<file path="src/rtl/rr_arb16.sv">
// 16-way round-robin arbiter with a bounded hold time.
// Grant is kept as a registered 4-bit index and decoded to a one-hot vector.
module rr_arb16 #(
  parameter int HOLD_MAX = 8,
  parameter int CNT_W    = 4
) (
  input  logic        clk,
  input  logic        rst_n,
  input  logic [15:0] req,
  input  logic        done,
  output logic [15:0] gnt,
  output logic [3:0]  gnt_idx,
  output logic        gnt_vld
);

  typedef enum logic {IDLE = 1'b0, GRANT = 1'b1} state_t;

  localparam logic [CNT_W-1:0] HOLD_LIM = CNT_W'(HOLD_MAX);
  localparam logic [CNT_W-1:0] CNT_ONE  = CNT_W'(1);
  localparam logic [CNT_W-1:0] CNT_MAX  = '1;
  localparam bit               TIMEOUT_EN = (HOLD_MAX != 0);

  state_t           state, state_nxt;
  logic [3:0]       ptr, ptr_nxt;
  logic [3:0]       idx_nxt;
  logic             vld_nxt;
  logic [CNT_W-1:0] hold_cnt, hold_nxt;
  logic [4:0]       pick;
  logic             release_now;

  // Scan from the highest offset down so the lowest offset from start wins.
  function automatic logic [4:0] pick_next(input logic [15:0] r, input logic [3:0] start);
    logic [4:0] res;
    logic [3:0] idx;
    res = '0;
    for (int i = 15; i >= 0; i--) begin
      idx = start + 4'(i);
      if (r[idx]) res = {1'b1, idx};
    end
    return res;
  endfunction

  function automatic logic [CNT_W-1:0] sat_inc(input logic [CNT_W-1:0] c);
    return (c == CNT_MAX) ? c : c + CNT_ONE;
  endfunction

  assign pick = pick_next(req, ptr);

  assign release_now = done || !req[gnt_idx] ||
                       (TIMEOUT_EN && (hold_cnt == HOLD_LIM));

  always_comb begin
    state_nxt = state;
    ptr_nxt   = ptr;
    idx_nxt   = gnt_idx;
    vld_nxt   = gnt_vld;
    hold_nxt  = hold_cnt;
    case (state)
      IDLE: begin
        if (pick[4]) begin
          state_nxt = GRANT;
          idx_nxt   = pick[3:0];
          vld_nxt   = 1'b1;
          hold_nxt  = CNT_ONE;
        end
      end
      GRANT: begin
        if (release_now) begin
          state_nxt = IDLE;
          vld_nxt   = 1'b0;
          hold_nxt  = '0;
          ptr_nxt   = gnt_idx + 4'd1;
        end else begin
          hold_nxt  = sat_inc(hold_cnt);
        end
      end
      default: begin
        state_nxt = IDLE;
        vld_nxt   = 1'b0;
        hold_nxt  = '0;
      end
    endcase
  end

  always_ff @(posedge clk or negedge rst_n) begin
    if (!rst_n) begin
      state    <= IDLE;
      ptr      <= '0;
      gnt_idx  <= '0;
      gnt_vld  <= 1'b0;
      hold_cnt <= '0;
    end else begin
      state    <= state_nxt;
      ptr      <= ptr_nxt;
      gnt_idx  <= idx_nxt;
      gnt_vld  <= vld_nxt;
      hold_cnt <= hold_nxt;
    end
  end

  // One-hot decode of the registered index, so reset clears it immediately.
  always_comb begin
    gnt = '0;
    if (gnt_vld) gnt[gnt_idx] = 1'b1;
  end

endmodule

</file>
<file path="config.mk">
export PLATFORM = sky130hd
export DESIGN_NAME = rr_arb16
export DESIGN_NICKNAME = d
export VERILOG_FILES = /design/src/rtl/rr_arb16.sv
export SDC_FILE = /design/constraint.sdc
export NUM_CORES = 1
export LEC_CHECK = 0
export ABC_CLOCK_PERIOD_IN_PS = 4700
export BUFFER_PORTS_ARGS = -buffer_cell sky130_fd_sc_hd__buf_2
export CAP_MARGIN = 20
export CORE_UTILIZATION = 55
export DETAILED_ROUTE_END_ITERATION = 8
export PLACE_DENSITY = 0.76
export SLEW_MARGIN = 0
export SYNTH_ARGS = -nofsm -noshare
export SYNTH_HDL_FRONTEND = slang
export SYNTH_SLANG_ARGS = --single-unit
export TNS_END_PERCENT = 5
</file>
<file path="constraint.sdc">
create_clock -name clk -period 4.7 [get_ports clk]
set_input_delay 0.705 -clock clk [delete_from_list [all_inputs] [get_ports clk]]
set_output_delay 0.705 -clock clk [all_outputs]
set_load 0.02 [all_outputs]
</file>
==> flow_metrics.env <==
export IMPL_post_place_ws_ns=1.06
export IMPL_rows=27
export IMPL_first_global_vias=2924
export IMPL_dr_pass1_iters=5
export IMPL_grt_usage_pct=32.6
export IMPL_htree_levels=1
export IMPL_layout_drive_gt1_share_pct=29.1
export IMPL_yosys_register_bits=14
export IMPL_utilization_pct=62.6
export IMPL_fin_setup_tns_ns=0
export IMPL_cp_cell_sequence="inv_2 > ha_1 > mux4_2 > mux2_2 > mux2_4 > or4b_4 > nand4bb_4 > nand2_4 > a2111oi_0 > a211o_1"
export IMPL_fillers=471
export IMPL_cts_buffers=3
export IMPL_rsz0062_at_grt="false"
export IMPL_synth_edf_count=0
export IMPL_fmax_mhz=271
export IMPL_post_route_period_util_pct=78.5
export IMPL_cts_setup_buffers=0
export IMPL_io_pins=40
export IMPL_grt_pass1_wl_mm=15.4
export IMPL_yosys_warnings=0
export IMPL_syn_avg_cell_area_um2=9.40
export IMPL_finalHoldViolCount=0
export IMPL_hold_class="in2async"
export IMPL_cts_hold_buffers=0
export IMPL_cts_sinks=14
export IMPL_fin_worst_skew_ns=0.00625
export IMPL_antenna_cells=0
export IMPL_worstSkewPairLatency_ns=0.25
export IMPL_slowest_stage="ha_1"
export IMPL_synth_top_cell_area_share_pct=21.7
export IMPL_clock_root_buffer="clkbuf_8"
export IMPL_cts_repair_resized=0
export IMPL_nets=404
export IMPL_die_w_um=78.5
export IMPL_slew_violations=0
export IMPL_port_buffers=39
export IMPL_grt_max_degree=27
export IMPL_die_y_um=78.5
export IMPL_maxSlewHeadroom_pct=29.9
export IMPL_grt_remaining_overflow=0
export IMPL_drt_vias_per_instance=7.14
export IMPL_ys_async_sr_fraction_pct=100
export IMPL_cp_required_ns=4.84
export IMPL_max_stage_delay_ns=0.68
export IMPL_synth_most_common_cell="nor2_1"
export IMPL_drcViolationCount=0
export IMPL_fin_crit_ns=3.69
export IMPL_seq_area_frac_synth_pct=10.9
export IMPL_clk_pin_slew_ns=0.06
export IMPL_worst_slack_ns=1.01
export IMPL_max_cap_viol_count=0
export IMPL_multi_input_area_mm2=0.00271
export IMPL_drt_iter0_markers=272
export IMPL_cp_max_fo=16
export IMPL_gp_congestion=1.05
export IMPL_worstSetupStartpointType="flop"
export IMPL_clk_path_buf_depth=2
export IMPL_end_kind="flop"
export IMPL_num_vias=3165
export IMPL_crit_type="reg2reg"
export IMPL_coreArea_mm2=0.00557
export IMPL_outcome="finished, final reports clean"
export IMPL_cp_arrival_ns=3.83
export IMPL_seq_area_um2=350
export IMPL_synth_area_leader_cell="mux4_2"
export IMPL_synth_fp_nets=374
export IMPL_drt_wirelength_per_cell_um=21.7
export IMPL_ant_nets=0
export IMPL_synthCells=342
export IMPL_finalSetupViolations=0
export IMPL_place_hpwl_mm=7.15
export IMPL_syn_to_final_growth_pct=8.52
export IMPL_antenna_found_initial=0
export IMPL_syn_cell_area_mm2=0.00322
export IMPL_die_area_mm2=0.00616
export IMPL_wl_mm=9.61
export IMPL_synth_area_top_cells="mux4_2 (22%), dfrtp_1 (11%), mux2i_1 (7.5%)"
export IMPL_worst_pin_slew_ns=1.05
export IMPL_ys_types=64
export IMPL_synth_commonest_cells="nor2_1 (41), mux4_2 (31), nand2_1 (28)"
export IMPL_cts_tree="built"
export IMPL_start_util_pct=57.7
export IMPL_ys_flop_type="dfrtp_1"
[stage by stage]
| step | hold WS [ns] | cell area (um^2) | std cells |
|---|---|---|---|
| finish | 0.338 | 3490 | 443 |
| global route | 0.363 | 3490 | 443 |
| CTS | 0.348 | 3490 | 443 |
| detailed placement | 0.612 | 3430 | 439 |
| global placement | 0.604 | 3430 | 439 |
| floorplan | 0.409 | 3220 | 342 |
[cells by family after synthesis]
logic type / after synthesis / share of synthesized area [%]
AO/OA/AOI/OAI: 83 / 17.9
buffers and inverters: 34 / 4.98
XOR/XNOR: 13 / 3.77
adder cells (fa/ha/maj): 13 / 5.06
flip-flops: 14 / 10.9
multiplexers: 79 / 40.6
AND/OR/NAND/NOR: 106 / 16.8
[layout make-up]
type,instances,area share (%)
repair buffers,44,6.67
well taps,72,2.58
multi-input cells,294,77.5
inverters,15,1.61
clock buffers,4,1.58
flip-flops and latches,14,10.0
[cell usage in the layout (no fill, tap or decap), drive strengths merged, types with 8 or more instances in the layout]
cell type,n
a21oi,21
buf,44
dfrtp,14
ha,13
inv,13
mux2,17
mux2i,25
mux4,37
nand2,29
nand2b,11
nor2,41
o21ai,17
xnor2,8
[critical path: cells and delay by family, from the launching register on]
kind | cells | cell delay, ns
adder cells (fa/ha/maj) | 1 | 0.68
buffers and inverters | 1 | 0.12
AND/OR/NAND/NOR | 3 | 1.00
AO/OA/AOI/OAI | 2 | 0.34
flip-flops | 1 | 0.36
multiplexers | 3 | 1.08
[path summary, 6_finish.rpt]
kind | start | slack, ns | depth (start not counted) | end
worst min register to register | hold_cnt[2] | 0.63 | 2 | hold_cnt[2]
max in group asynchronous | rst_n | 4.12 | 1 | gnt_idx[0]
worst max-delay path | ptr[0] | 1.01 | 10 | gnt_idx[3]
min in group clk | hold_cnt[2] | 0.63 | 2 | hold_cnt[2]
worst min-delay path | rst_n | 0.34 | 1 | state
worst max register to register | ptr[0] | 1.01 | 10 | gnt_idx[3]
[metal layers]
metal | vias to the layer above | track usage, % | wire length, um
met2 | 229 | 51.8 | 4610
met1 | 1502 | 44.6 | 3800
met3 | 38 | 4.19 | 845
li1 | 1396 | - | -
met5 | - | 0 | 0
met4 | 0 | 14.4 | 363
[registers in the layout, summed over array words and instances, names as in the netlist]
| signal | flops |
|---|---|
| hold_cnt | 4 |
| gnt_idx | 4 |
| gnt_vld | 1 |
| ptr | 4 |
| state | 1 |
Power is not shown: default switching activity piles up to over one toggle a cycle in this logic, so the estimate is an artifact.
